<file path="src/rtl/vm_pkg.sv">
// rtl/vm_pkg.sv - shared coin types, coin values and payout FSM states
package vm_pkg;

  typedef enum logic [1:0] {
    COIN_1  = 2'd0,
    COIN_5  = 2'd1,
    COIN_10 = 2'd2,
    COIN_50 = 2'd3
  } coin_t;

  localparam logic [5:0] COIN_VAL [4] = '{6'd1, 6'd5, 6'd10, 6'd50};

  typedef enum logic [2:0] {
    IDLE   = 3'd0,
    SELECT = 3'd1,
    REQ    = 3'd2,
    DONE   = 3'd3,
    FAULT  = 3'd4
  } disp_state_t;

endpackage

</file>
<file path="src/rtl/coin_select.sv">
// rtl/coin_select.sv - combinational greedy chooser of the largest available coin <= remaining
module coin_select
  import vm_pkg::*;
(
  input  logic [5:0] remaining,
  input  logic [3:0] avail,
  output logic [1:0] coin_sel,
  output logic       none_fits
);

  // Ascending scan: the last match is the largest usable denomination.
  always_comb begin
    coin_sel  = 2'(COIN_1);
    none_fits = 1'b1;
    for (int i = 0; i < 4; i++) begin
      if (avail[i] && (remaining >= COIN_VAL[i])) begin
        coin_sel  = 2'(i);
        none_fits = 1'b0;
      end
    end
  end

endmodule

</file>
<file path="src/rtl/change_dispenser.sv">
// rtl/change_dispenser.sv - pays change one coin per hopper handshake, sticky fault on stall
// COIN_INVENTORY_EN adds per-denomination stock counters and the stock_empty port.
module change_dispenser
  import vm_pkg::*;
#(
  parameter int ACK_TIMEOUT = 16
`ifdef COIN_INVENTORY_EN
  ,
  parameter int INIT_STOCK = 8
`endif
) (
  input  logic       clk,
  input  logic       rst,
  input  logic [5:0] change_in,
  input  logic       change_valid,
  input  logic       coin_ack,
  output logic       coin_req,
  output logic [1:0] coin_sel,
  output logic       busy,
  output logic       done,
  output logic       fault,
  output logic [5:0] remaining
`ifdef COIN_INVENTORY_EN
  ,
  output logic [3:0] stock_empty
`endif
);

  localparam int CW = $clog2(ACK_TIMEOUT + 1);

  disp_state_t   state_q, state_d;
  logic          coin_req_q, coin_req_d;
  logic [1:0]    coin_sel_q, coin_sel_d;
  logic [5:0]    remaining_q, remaining_d;
  logic [CW-1:0] cnt_q, cnt_d;
  logic [3:0]    avail;
  logic [1:0]    pick;
  logic          none_fits;
  logic [5:0]    rem_after;

`ifdef COIN_INVENTORY_EN
  logic [3:0] stock_q [4];

  always_ff @(posedge clk) begin
    if (rst) begin
      for (int i = 0; i < 4; i++) stock_q[i] <= 4'(INIT_STOCK);
    end else if ((state_q == REQ) && coin_ack) begin
      stock_q[coin_sel_q] <= stock_q[coin_sel_q] - 4'd1;
    end
  end

  always_comb begin
    for (int i = 0; i < 4; i++) avail[i] = (stock_q[i] != 4'd0);
  end

  assign stock_empty = ~avail;
`else
  assign avail = 4'hF;
`endif

  coin_select u_coin_select (
    .remaining (remaining_q),
    .avail     (avail),
    .coin_sel  (pick),
    .none_fits (none_fits)
  );

  assign rem_after = remaining_q - COIN_VAL[coin_sel_q];

  always_ff @(posedge clk) begin
    if (rst) begin
      state_q     <= IDLE;
      coin_req_q  <= 1'b0;
      coin_sel_q  <= 2'd0;
      remaining_q <= 6'd0;
      cnt_q       <= '0;
    end else begin
      state_q     <= state_d;
      coin_req_q  <= coin_req_d;
      coin_sel_q  <= coin_sel_d;
      remaining_q <= remaining_d;
      cnt_q       <= cnt_d;
    end
  end

  always_comb begin
    state_d     = state_q;
    coin_req_d  = coin_req_q;
    coin_sel_d  = coin_sel_q;
    remaining_d = remaining_q;
    cnt_d       = cnt_q;
    case (state_q)
      IDLE: begin
        if (change_valid && (change_in != 6'd0)) begin
          remaining_d = change_in;
          state_d     = SELECT;
        end
      end
      SELECT: begin
        if (none_fits) begin
          state_d = FAULT;
        end else begin
          coin_sel_d = pick;
          coin_req_d = 1'b1;
          cnt_d      = '0;
          state_d    = REQ;
        end
      end
      REQ: begin
        // An ack on the final allowed cycle still counts as a good drop.
        if (coin_ack) begin
          remaining_d = rem_after;
          coin_req_d  = 1'b0;
          state_d     = (rem_after == 6'd0) ? DONE : SELECT;
        end else if (cnt_q == CW'(ACK_TIMEOUT - 1)) begin
          coin_req_d = 1'b0;
          state_d    = FAULT;
        end else begin
          cnt_d = cnt_q + 1'b1;
        end
      end
      DONE:    state_d = IDLE;
      FAULT:   coin_req_d = 1'b0;
      default: state_d = IDLE;
    endcase
  end

  assign coin_req  = coin_req_q;
  assign coin_sel  = coin_sel_q;
  assign remaining = remaining_q;
  assign busy      = (state_q != IDLE);
  assign done      = (state_q == DONE);
  assign fault     = (state_q == FAULT);

endmodule
</file>
<file path="config.mk">
export PLATFORM = sky130hd
export DESIGN_NAME = change_dispenser
export DESIGN_NICKNAME = d
export VERILOG_FILES = /design/src/rtl/vm_pkg.sv /design/src/rtl/coin_select.sv /design/src/rtl/change_dispenser.sv
export SDC_FILE = /design/constraint.sdc
export NUM_CORES = 1
export LEC_CHECK = 0
export ABC_AREA = 1
export CORE_MARGIN = 2
export CORE_UTILIZATION = 24
export DETAILED_ROUTE_END_ITERATION = 12
export MAX_ROUTING_LAYER = met4
export PLACE_DENSITY = 0.55
export SLEW_MARGIN = 20
export SYNTH_ARGS = -nofsm -noshare
export SYNTH_HDL_FRONTEND = slang
export SYNTH_SLANG_ARGS = --single-unit
</file>
<file path="constraint.sdc">
create_clock -name clk -period 3.2 [get_ports clk]
set_input_delay 0.96 -clock clk [delete_from_list [all_inputs] [get_ports clk]]
set_output_delay 0.96 -clock clk [all_outputs]
set_load 0.01 [all_outputs]
</file>
==> reports/results.ini <==
[routing]
wl_per_cell_um=10.7
finalWirelength_um=2900
viasPerCell=4.22
postRouteAntennaNets=0
drt-initial-drc-count=43
vias=1143
route.detailed.drc=0
dr.pass1.iters=4

[sta]
max-slew-margin-rel_pct=81.1
period_minus_slack_ps=2490
finClkSkew_ps=11.1
rsz0062_at_grt=no
setup_slack_ps=715
setup_viol=0
setup_tns_ps=0
worst_pin_slew_ps=283
fin_crit_sh_pct=77.7
fmaxAchievable_ghz=0.402
hold_viol=0
finalMaxSlewViolations=0

[setup_path]
r2r_slack_ps=1220
crit_fanout=4
worst_setup_path_start_kind=flip-flop
cp-end-kind=primary output
cp.arrival_ps=1530
ff2ff_path_depth=12
cp_data_required_time_ps=2240
critPathKind=reg2out
r2r-start=coin_sel[1]
cp-endpoint=fault
timing.rr.end=state_q[1]
crit_path_start=state_q[2]

[layout]
syn2layout_area_growth_pct=27.2
drive_gt1_share_pct=9.80
n_fill_cell=546
finalNetCount=223
antenna_cells=0
fin_area_um2=1520

[clock_tree]
numCtsBuffers=3
clock-sinks=17
clk_path_buf_depth=2
cts_resized=0
worstSkewPairLatency_ps=260
clkTransAtPathRegs_ps=80
cts_tree=yes
postCtsSetupRepairBufs=0
clockRootBuffer=clkbuf_8
holdBufCountCts=0
htreeDepth=1

[placement]
io_buffers=21
gp_congestion=0.798
dp_slack_ps=859
dp_hpwl_um=2330
place_area_um2=1470

[floorplan]
initial_core_util_pct=25.1
die_h_um=74.6
die-area_um2=5560
core-area_um2=4750
fp.dieW_um=74.6
ioPinCount=22
num_rows=25

[yosys]
seq_area_frac_synth_pct=28.5
netlist_area_um2=1190
syn_area_per_cell_um2=6.60
syn_inst=181
synth_cell_types=28
yosysWarnings=0
yosys_most_used_dff=dfxtp_1
synth_edf_count=0
ys_seq_elements=17
synthArstFlopShare_pct=0
syn_nets=199

[global_routing]
grt_pass1_wl_um=4800
grt.overflow.total=0
grt_start_max_net_pins=15
grt_pass1_vias=1036
antenna_found_initial=0
grt_usage_pct=11.8

[pwr]
power_density_nw_per_um2=1010
leakage_nw=0.650
ir_worst_vdd_v=0.000244

[hold_path]
hold_depth=2
hold_class=reg2reg

[status]
status=completed

[run]
cap_violations=0

placed cells by master, fill, tap and decap left out, drive strengths merged:
cell type	instances
o21a	1
nand2	44
nand3b	2
clkinv	1
nor3b	1
nor2	22
nor3	7
ha	7
xor2	2
a21oi	18
nand4	2
dfxtp	17
clkbuf	3
or2	2
fa	1
and3	1
nand3	12
o21ai	15
clkdlybuf4s50	21
inv	25
layout make-up:
| type | count | area [µm²] | area share, % |
|---|---|---|---|
| repair buffers | 21 | 210 | 13.8 |
| well taps | 67 | 83.8 | 5.51 |
| flip-flops and latches | 17 | 340 | 22.4 |
| clock inverters | 1 | 5.00 | 0.329 |
| clock buffers | 3 | 41.3 | 2.72 |
| inverters | 25 | 93.8 | 6.17 |
| multi-input cells | 137 | 746 | 49.1 |
cells by family after synthesis:
logic type	after synthesis	share of synthesized area [%]
AO/OA/AOI/OAI	34	15.7
XOR/XNOR	2	1.47
adder cells (fa/ha/maj)	8	9.00
buffers and inverters	27	9.11
flip-flops	17	28.5
AND/OR/NAND/NOR	93	36.2
through the flow:
stage               std cells  utilization, %  power [mW]  hold slack [ps]
floorplan                 181               -        1.09              466
CTS                       271            32.0        1.55              470
finish                    271            32.0        1.53              464
global placement          267            31.0        1.38              457
global route              271            32.0        1.71              486
detailed placement        267            31.0        1.38              459
cells in the mapped netlist, types with 2 or more instances:
| library cell | count | area (µm²) |
|---|---|---|
| nand2_1 | 40 | 150 |
| inv_1 | 22 | 82.6 |
| nor2_1 | 21 | 78.8 |
| a21oi_1 | 17 | 85.1 |
| dfxtp_1 | 17 | 340 |
| nand3_1 | 12 | 60.1 |
| o21ai_0 | 12 | 60.1 |
| ha_1 | 7 | 87.6 |
| nor3_1 | 5 | 25.0 |
| nand2_2 | 4 | 25.0 |
| inv_2 | 3 | 11.3 |
| nand3b_1 | 2 | 15.0 |
| nand4_1 | 2 | 12.5 |
| o21ai_1 | 2 | 10.0 |
| xor2_1 | 2 | 17.5 |
registers in the layout (all words and copies together), names as in the netlist:
signal / flops
cnt_q: 5
coin_req: 1
coin_sel: 2
remaining: 6
state_q: 3
power by group:
| part | internal [mW] | leakage [nW] | switching [mW] |
|---|---|---|---|
| Clock | 0.0864 | 0.0255 | 0.0772 |
| Combinational | 0.408 | 0.485 | 0.558 |
| Sequential | 0.299 | 0.140 | 0.100 |
how the worst min path moves through the flow:
stage | startpoint | slack, ps | end
floorplan | cnt_q[3] | 470 | cnt_q[3]
global placement | coin_req | 460 | coin_req
detailed placement | coin_req | 460 | coin_req
CTS | coin_req | 470 | coin_req
global route | coin_req | 490 | coin_req
finish | coin_req | 460 | coin_req
critical path, stage by stage (launching register included):
cell	delay, ps
dfxtp_1	420
inv_1	80
nor3_1	190
clkdlybuf4s50_1	580
per-layer routing:
metal | vias up | global-route usage [%] | share of wire, %
met3 | 2 | 3.25 | 3.8
met2 | 16 | 18.1 | 42
met4 | 0 | 2.38 | 0.59
met1 | 494 | 15.6 | 54
li1 | 631 | - | -
met5 | - | - | 0
No activity file was read; power rests on OpenSTA's default activity.
